<file path="src/rtl/guitar_input_capture_if.sv">
// ---------------------------------------------------------------------------
// guitar_input_capture_if
//
// Bundles the two guitar controllers' raw button lines together with the
// conditioned status word that the register file loads into r29.
//
// Signals:
//   p1_fret[4:0], p1_strum_up, p1_strum_down, p1_start : player 1 raw buttons
//   p2_fret[4:0], p2_strum_up, p2_strum_down, p2_start : player 2 raw buttons
//   external_inputs[31:0] : registered status word (r29 image)
//   tick_pulse            : one-cycle frame tick strobe
//
// Modports:
//   master : the controller side; drives buttons, observes the status word
//   slave  : the capture block; reads buttons, drives the status word
// ---------------------------------------------------------------------------
interface guitar_input_capture_if;

    logic [4:0]  p1_fret;
    logic        p1_strum_up;
    logic        p1_strum_down;
    logic        p1_start;
    logic [4:0]  p2_fret;
    logic        p2_strum_up;
    logic        p2_strum_down;
    logic        p2_start;
    logic [31:0] external_inputs;
    logic        tick_pulse;

    modport master (
        output p1_fret, p1_strum_up, p1_strum_down, p1_start,
        output p2_fret, p2_strum_up, p2_strum_down, p2_start,
        input  external_inputs, tick_pulse
    );

    modport slave (
        input  p1_fret, p1_strum_up, p1_strum_down, p1_start,
        input  p2_fret, p2_strum_up, p2_strum_down, p2_start,
        output external_inputs, tick_pulse
    );

endinterface

</file>
<file path="src/rtl/guitar_input_capture.sv">
// ---------------------------------------------------------------------------
// guitar_input_capture
//
// Front-end conditioner for the two guitar controllers. Every raw button is
// synchronized through two flops and then debounced. Strum presses and frame
// ticks are counted with wrapping counters, so software polling r29 can spot
// new events by comparing against the previous value it saw.
//
// Ports:
//   clock        : single clock, all state changes on its rising edge
//   ctrl_reset_n : asynchronous active-low reset
//   bus          : slave side of guitar_input_capture_if (raw buttons in,
//                  external_inputs / tick_pulse out)
//
// Status word layout (external_inputs):
//   [4:0] p1 frets, [5] p1 strum level, [6] p1 start, [7] 0,
//   [11:8] p1 strum count, [16:12] p2 frets, [17] p2 strum level,
//   [18] p2 start, [19] 0, [23:20] p2 strum count, [31:24] tick count
// ---------------------------------------------------------------------------
module guitar_input_capture #(
    parameter int DEBOUNCE_CYCLES = 250000,
    parameter int TICK_CYCLES     = 833333
) (
    input logic                   clock,
    input logic                   ctrl_reset_n,
    guitar_input_capture_if.slave bus
);

    localparam int DB_W = $clog2(DEBOUNCE_CYCLES);
    localparam int TK_W = $clog2(TICK_CYCLES);
    localparam logic [DB_W-1:0] DB_LAST = DB_W'(DEBOUNCE_CYCLES - 1);
    localparam logic [TK_W-1:0] TK_LAST = TK_W'(TICK_CYCLES - 1);

    logic [15:0]     w_raw;
    logic [15:0]     r_s1;
    logic [15:0]     r_s2;
    logic [15:0]     r_stable;
    logic [15:0]     w_stableNext;
    logic [DB_W-1:0] r_dbCnt     [16];
    logic [DB_W-1:0] w_dbCntNext [16];
    logic            w_p1Rise;
    logic            w_p2Rise;
    logic [3:0]      r_p1Strums;
    logic [3:0]      r_p2Strums;
    logic [3:0]      w_p1StrumsNext;
    logic [3:0]      w_p2StrumsNext;
    logic [TK_W-1:0] r_prescale;
    logic [TK_W-1:0] w_prescaleNext;
    logic            w_tickWrap;
    logic [7:0]      r_tickCount;
    logic [7:0]      w_tickCountNext;
    logic [31:0]     r_word;
    logic [31:0]     w_wordNext;
    logic            r_tickPulse;

    // Flatten the sixteen raw buttons into one vector so synchronizers and
    // debouncers can be handled uniformly. Bits 4:0 p1 frets, 5 p1 up,
    // 6 p1 down, 7 p1 start, 12:8 p2 frets, 13 p2 up, 14 p2 down, 15 p2 start.
    assign w_raw = {bus.p2_start, bus.p2_strum_down, bus.p2_strum_up, bus.p2_fret,
                    bus.p1_start, bus.p1_strum_down, bus.p1_strum_up, bus.p1_fret};

    // Two-flop synchronizer for every raw input; the buttons are fully
    // asynchronous to our clock so nothing may look at them before r_s2.
    always_ff @(posedge clock or negedge ctrl_reset_n) begin
        if (!ctrl_reset_n) begin
            r_s1 <= '0;
            r_s2 <= '0;
        end else begin
            r_s1 <= w_raw;
            r_s2 <= r_s1;
        end
    end

    // Debouncer next state. A synchronized input must disagree with its
    // stable value for a full window of consecutive cycles before the
    // stable value follows it; any agreement in between restarts the window.
    always_comb begin
        for (int i = 0; i < 16; i++) begin
            w_stableNext[i] = r_stable[i];
            w_dbCntNext[i]  = '0;
            if (r_s2[i] != r_stable[i]) begin
                if (r_dbCnt[i] == DB_LAST) begin
                    w_stableNext[i] = r_s2[i];
                end else begin
                    w_dbCntNext[i] = r_dbCnt[i] + DB_W'(1);
                end
            end
        end
    end

    // Debouncer state registers.
    always_ff @(posedge clock or negedge ctrl_reset_n) begin
        if (!ctrl_reset_n) begin
            r_stable <= '0;
            for (int i = 0; i < 16; i++) begin
                r_dbCnt[i] <= '0;
            end
        end else begin
            r_stable <= w_stableNext;
            for (int i = 0; i < 16; i++) begin
                r_dbCnt[i] <= w_dbCntNext[i];
            end
        end
    end

    // Strum edge detection on the debounced values. Up and down rising on the
    // same edge are a single physical strum, so they are OR-ed into one event.
    // Counters use next-state values so the count lands in the same word as
    // the level change that caused it.
    always_comb begin
        w_p1Rise        = (w_stableNext[5]  & ~r_stable[5])  | (w_stableNext[6]  & ~r_stable[6]);
        w_p2Rise        = (w_stableNext[13] & ~r_stable[13]) | (w_stableNext[14] & ~r_stable[14]);
        w_p1StrumsNext  = r_p1Strums + {3'b000, w_p1Rise};
        w_p2StrumsNext  = r_p2Strums + {3'b000, w_p2Rise};
        w_tickWrap      = (r_prescale == TK_LAST);
        w_prescaleNext  = w_tickWrap ? '0 : r_prescale + TK_W'(1);
        w_tickCountNext = r_tickCount + {7'd0, w_tickWrap};
    end

    // Pack the r29 image from next-state values so every field changes on
    // the very edge its underlying state changes.
    always_comb begin
        w_wordNext = {w_tickCountNext,
                      w_p2StrumsNext,
                      1'b0,
                      w_stableNext[15],
                      w_stableNext[14] | w_stableNext[13],
                      w_stableNext[12:8],
                      w_p1StrumsNext,
                      1'b0,
                      w_stableNext[7],
                      w_stableNext[6] | w_stableNext[5],
                      w_stableNext[4:0]};
    end

    // Counters, prescaler and the output registers. The word is registered
    // so the half-period path into r29 starts directly at a flop.
    always_ff @(posedge clock or negedge ctrl_reset_n) begin
        if (!ctrl_reset_n) begin
            r_p1Strums  <= '0;
            r_p2Strums  <= '0;
            r_prescale  <= '0;
            r_tickCount <= '0;
            r_tickPulse <= 1'b0;
            r_word      <= '0;
        end else begin
            r_p1Strums  <= w_p1StrumsNext;
            r_p2Strums  <= w_p2StrumsNext;
            r_prescale  <= w_prescaleNext;
            r_tickCount <= w_tickCountNext;
            r_tickPulse <= w_tickWrap;
            r_word      <= w_wordNext;
        end
    end

    assign bus.external_inputs = r_word;
    assign bus.tick_pulse      = r_tickPulse;

endmodule

</file>
<file path="src/flat_wrapper.sv">
// flat-port wrapper written by rule: the top's interface ports become plain ports
module guitar_input_capture_flat 
#(
    parameter int DEBOUNCE_CYCLES = 250000,
    parameter int TICK_CYCLES     = 833333
)
  (clock, ctrl_reset_n, bus_p1_fret, bus_p1_strum_up, bus_p1_strum_down, bus_p1_start, bus_p2_fret, bus_p2_strum_up, bus_p2_strum_down, bus_p2_start, bus_external_inputs, bus_tick_pulse);
  guitar_input_capture_if bus_i ();
  input logic clock;
  input logic ctrl_reset_n;
  input wire logic [$bits(bus_i.p1_fret)-1:0] bus_p1_fret;
  input wire logic [$bits(bus_i.p1_strum_up)-1:0] bus_p1_strum_up;
  input wire logic [$bits(bus_i.p1_strum_down)-1:0] bus_p1_strum_down;
  input wire logic [$bits(bus_i.p1_start)-1:0] bus_p1_start;
  input wire logic [$bits(bus_i.p2_fret)-1:0] bus_p2_fret;
  input wire logic [$bits(bus_i.p2_strum_up)-1:0] bus_p2_strum_up;
  input wire logic [$bits(bus_i.p2_strum_down)-1:0] bus_p2_strum_down;
  input wire logic [$bits(bus_i.p2_start)-1:0] bus_p2_start;
  output wire logic [$bits(bus_i.external_inputs)-1:0] bus_external_inputs;
  output wire logic [$bits(bus_i.tick_pulse)-1:0] bus_tick_pulse;
  assign bus_i.p1_fret = bus_p1_fret;
  assign bus_i.p1_strum_up = bus_p1_strum_up;
  assign bus_i.p1_strum_down = bus_p1_strum_down;
  assign bus_i.p1_start = bus_p1_start;
  assign bus_i.p2_fret = bus_p2_fret;
  assign bus_i.p2_strum_up = bus_p2_strum_up;
  assign bus_i.p2_strum_down = bus_p2_strum_down;
  assign bus_i.p2_start = bus_p2_start;
  assign bus_external_inputs = bus_i.external_inputs;
  assign bus_tick_pulse = bus_i.tick_pulse;
  guitar_input_capture #(.DEBOUNCE_CYCLES(DEBOUNCE_CYCLES), .TICK_CYCLES(TICK_CYCLES)) u_core (.clock(clock), .ctrl_reset_n(ctrl_reset_n), .bus(bus_i));
endmodule
</file>
<file path="config.mk">
export PLATFORM = sky130hd
export DESIGN_NAME = guitar_input_capture_flat
export DESIGN_NICKNAME = d
export VERILOG_FILES = /design/src/rtl/guitar_input_capture_if.sv /design/src/rtl/guitar_input_capture.sv /design/src/flat_wrapper.sv
export SDC_FILE = /design/constraint.sdc
export NUM_CORES = 1
export LEC_CHECK = 0
export ABC_CLOCK_PERIOD_IN_PS = 3500
export CORE_UTILIZATION = 30
export DETAILED_ROUTE_END_ITERATION = 10
export RECOVER_POWER = 50
export SETUP_SLACK_MARGIN = 0.02
export SYNTH_ARGS = -nofsm -noshare
export SYNTH_HDL_FRONTEND = slang
export SYNTH_SLANG_ARGS = --single-unit
</file>
<file path="constraint.sdc">
create_clock -name clock -period 3.5 [get_ports clock]
set_input_delay 0.875 -clock clock [delete_from_list [all_inputs] [get_ports clock]]
set_output_delay 0.875 -clock clock [all_outputs]
set_load 0.01 [all_outputs]
</file>
After elaboration in Yosys (flattened, before gate mapping)

Cells that the tools add are included.
Widths: inputs -> output; s select.

RAM bits: 0
Memory bits (read-only): 0
Input port bits: 18
Bits in registers: 403
Output and inout bits: 33
Memories kept: 0
Word-level logic and storage cells: 155
Latch bits: 0

Muxes and demuxes: 65
Add/sub/neg operators: 20
Shift operators: 0
Magnitude comparators: 0
Divide/modulo/power cells: 0
Reduce and logical (&&, ||, !) cells: 0
Bitwise logic cells: 12
Multipliers: 0
Equality and inequality tests: 33

Operators by type and width:

| operator              | number |
|---|---|
| $mux 18               | 32 |
| $add 18x1->18 const B | 16 |
| $eq 18x18->1 const B  | 16 |
| $mux 1                | 32 |
| $add 20x1->20 const B | 1 |
| $eq 20x20->1 const B  | 1 |
| $mux 20               | 1 |
| $ne 1x1->1            | 16 |
| $add 4x1->4           | 2 |
| $add 8x1->8           | 1 |
| $and 1x1->1           | 4 |
| $not 1->1             | 4 |
| $or 1x1->1            | 4 |

Logic depth before layout (Yosys ltp)

Word-level depth: 6
Depth in mapped cells: 11
Gate-level depth less buffers: 10

Worst setup path after synthesis

Ideal clock, no wire load.

Path kind: register to register
From: reg u_core.r_prescale[3]
To: reg u_core.r_tickCount[6]
Cell stages (with the launch flop): 10
Setup time: 0.079 ns
Buffers on the path: 1
Arrival: 2.551 ns
Required time: 3.421 ns
Setup slack: 0.869 ns
Path through: dfrtp_1 or4_1 or3_1 nor4_4 buf_6 ha_1 ha_1 nand3_1 nor2_1 xor2_1

Cells in the longest elaborated chain, start to end: 2

RTL lines:

| what                          | RTL line                    | RTL |
|---|---|---|
| from (decl)                   | guitar_input_capture.sv:47  | `logic [TK_W-1:0] r_prescale;` |
| from (signal assigned)        | guitar_input_capture.sv:149 | `r_prescale <= w_prescaleNext;` |
| $eq 20x20->1                  | guitar_input_capture.sv:115 | `w_tickWrap = (r_prescale == TK_LAST);` |
| net u_core.w_tickWrap         | guitar_input_capture.sv:49  | `logic w_tickWrap;` |
| $add 8x1->8                   | guitar_input_capture.sv:117 | `w_tickCountNext = r_tickCount + {7'd0, w_tickWrap};` |
| net u_core.w_tickCountNext[6] | guitar_input_capture.sv:51  | `logic [7:0] w_tickCountNext;` |
| to (signal assigned)          | guitar_input_capture.sv:150 | `r_tickCount <= w_tickCountNext;` |
| to (decl)                     | guitar_input_capture.sv:50  | `logic [7:0] r_tickCount;` |

The timed path passes the listed nets, and every way through them passes these cells.

Worst setup path after layout

From: reg u_core.r_prescale[3]
To: reg u_core.r_tickCount[6]

Cells in the longest elaborated chain, start to end: 2

RTL lines:

| what                          | RTL line |
|---|---|
| $eq 20x20->1                  | guitar_input_capture.sv:115 |
| $add 8x1->8                   | guitar_input_capture.sv:117 |
| net u_core.w_tickCountNext[6] | guitar_input_capture.sv:51 |

The timed path passes the listed nets, and every way through them passes these cells.

==> metrics <==
Tcrit/Tclk final=73.7%; synthesized area=between 15000 and 20000 µm²; nets@finish=between 1500 and 2000; R2R Setup Slk=a little over 0.9 ns; Setup CP Type=reg -> reg; Die ar.=a little under 60000 µm²; DRC violations left=0; Detailed Routing Iterations Pass 1=4; post-route ant nets=0; CP cell instances=or4_1, or3_1, nor4_4, ha_1, ha_1, nand3_1, nor2_1, xor2_1; Worst-Skew Late Latency=between 0.5 and 0.6 ns; port bufs=48; CTS hold repair buffers=0; Hold EP=u_core.r_s2[10]; Final Max Slew Viols=68; Worst IR Drop VDD=0.376 mV; Max FO, Critical Path=4; share of cells above drive strength 1=about 6%; Rel. slew slack=-28.7%; Worst R2R End=u_core.r_tickCount[6]; critical path endpoint category=register; endpoints failing setup=0; Max Clock Skew=about 0.011 ns; Fin. Hold Viols=0; GP Congestion=~0.8; CTS max path bufs=3; fillers=5635; number of CTS-inserted buffers=43; hold_ws=0.345 ns; CTS HTree Levels=2; Ys Warns=0; CP peak stage delay=roughly 0.5 ns; Post-Layout Cell Count=approximately 2500; postcts setup bufs=0; Avg WL per Cell=around 12 µm; min-delay src=u_core.r_s1[10]; Clk pin slew, worst setup/hold paths=roughly 0.06 ns; initial antenna violation count=1; first-pass GRT wire length=~53000 µm; # diodes=0; Least-Margin Pin Slew=1.93 ns; maxcap violations=1; vias=~11000; area grow syn2layout=15.6%; failing checks=max-capacitance violations, max-slew violations; r2r startpoint=u_core.r_prescale[3]; global-route usage over all layers=~11%; Top cell by count, worst path=ha_1; Syn Area/Cell=about 10 µm²; Avg Vias per Cell=between 4 and 5; Final Critical Period=2.58 ns; worst reg-to-reg path cell count=8; WP data arrival=3.06 ns; Async SR Flop Fraction=between 90% and 100%; post_cts resized=0; share of the synthesized area in the top cell type=a little over half; DP HPWL=~19000 µm; critical path's top delay family=simple AND/OR/NAND/NOR gates; crit path buf inv count=0; clock root cell=clkbuf_16; HP Class=reg -> reg; Seq/Total Area, Yosys=between 50% and 60%; run status=finished with violations; die extent in y=between 200 and 250 µm; largest net degree at the start of global routing=87; number of core rows=between 80 and 90; Util after Layout=a little over a third; Hold Crit Depth=0; Power Density=464 nW/µm²; Core Area=56300 µm²; CP max-delay cell=or4_1; fmax=between 300 and 400 MHz; I/O pin count=between 50 and 60; Synth Flop Type=dfrtp_1; synth cell count leaders=375 x dfrtp_1, 354 x nor2_1, 149 x xor2_1; die width=241 µm; vias in the first global route=around 11000; cell count after synthesis=between 1500 and 2000; leading post-synthesis cells by cell area=dfrtp_1 55%, nor2_1 7.8%, xor2_1 7.6%, xnor2_1 7.2%, nand3_1 3.2%; grt ovf=0; leading area contributor after synthesis=dfrtp_1; Post-synth EDFFs=0; Distinct cells, synth=38; post-synthesis register bit count=375; # clock sinks=between 300 and 400; crit start category=register; Initial Util=a little under a third; drt total wl=between 20000 and 30000 µm; Post-Route Setup TNS=0 ns; RSZ-0062 raised after global routing=false; leakage=about 0.0084 µW; DRT iter0 DRCs=between 500 and 600; Placed Cells=approximately 2400; TritonCTS clock tree=yes; most common cell in the netlist=dfrtp_1; Req. time, crit path=roughly 4.0 ns
## through the flow
step / instance area, µm² / setup slack (ns) / power, µW
after global routing: 19700 / 0.711 / 9580
after floorplan: 17100 / 0.869 / 4650
after detailed placement: 18300 / 0.897 / 4790
after global placement: 18300 / 0.906 / 4780
after CTS: 19700 / 0.887 / 9370
final: 19700 / 0.921 / 9160
## how the worst max path moves through the flow
stage / from / end / depth (start not counted)
after global placement: u_core.r_prescale[3] / u_core.r_tickCount[6] / 8
after floorplan: u_core.r_prescale[3] / u_core.r_tickCount[6] / 9
after CTS: u_core.r_prescale[3] / u_core.r_tickCount[6] / 8
after global routing: u_core.r_prescale[3] / u_core.r_tickCount[6] / 8
final: u_core.r_prescale[3] / u_core.r_tickCount[6] / 8
after detailed placement: u_core.r_prescale[3] / u_core.r_tickCount[6] / 8
## registers in the layout (all words and copies together) (netlist names), 3 cells and up
| signal | flops |
|---|---|
| u_core.r_p2Strums | 3 |
| u_core.r_p1Strums | 3 |
| u_core.r_s2 | 16 |
| u_core.r_s1 | 16 |
| u_core.r_stable | 15 |
| u_core.r_tickCount | 7 |
| u_core.r_prescale | 20 |
| u_core.r_dbCnt | 288 |
| u_core.bus.external_inputs | 6 |
## cell type report
type	count	area, µm²	area share [%]
multi-input combinational	1196	7280	36.9
sequential	375	9380	47.6
tap	756	946	4.79
clock buffer	60	1220	6.18
inverter	38	143	0.723
clock inverter	19	188	0.951
timing repair buffer	54	571	2.89
## worst reg2reg max path: cells and delay by family (launching register included)
kind / cells / cell delay (ns)
and+or+nand+nor: 5 / 1.51
adders and majority gates: 2 / 0.43
DFF: 1 / 0.40
xor gates and xnor gates: 1 / 0.15
## placed cells by master (no fill, tap or decap), types with 2 or more instances in the layout
cell and count:
nand3_1 109, a21oi_1 8, mux2_2 15, buf_12 4, o21ai_0 9, or4_1 3, conb_1 2, nor2_1 354
inv_6 3, xnor2_1 141, o21ai_1 3, clkbuf_16 43, clkinv_2 11, xor2_1 149, ha_1 24, nor3_1 28
nor4_1 18, clkdlybuf4s50_1 31, or3_1 10, nand4_1 57, nor4b_1 26, nor4bb_1 2, nand3b_1 11, buf_4 2
nand2b_1 8, inv_1 38, clkbuf_1 9, bufinv_16 3, and2_1 8, nor2b_1 4, clkbuf_8 8, nand2_1 115
dfrtp_1 375, dlygate4sd3_1 16, or2_2 8, and3_1 39, and4_1 39
## layer usage
metal	up-vias	track usage [%]	wire length (µm)
li1	5634	-	-
met1	5497	14.2	14500
met2	133	17.3	13300
met3	48	2.81	1240
met4	2	3.57	689
met5	-	0	13
## report_power, final
group / total, µW / switching [µW] / leakage, µW / internal, µW
clock: 4460 / 1800 / 0.000701 / 2660
combinational: 251 / 177 / 0.00261 / 74.2
sequential: 4450 / 46.9 / 0.00511 / 4400
## logic make-up after synthesis
| group | synth area share, % |
|---|---|
| AOI/OAI and AO/OA | 0.586 |
| xor gates and xnor gates | 14.9 |
| adders and majority gates | 1.76 |
| buffers and inverters | 2.41 |
| DFF | 55.0 |
| muxes | 1.08 |
| other | 0.0220 |
| and+or+nand+nor | 24.3 |
(Power assumes the default switching activity.)
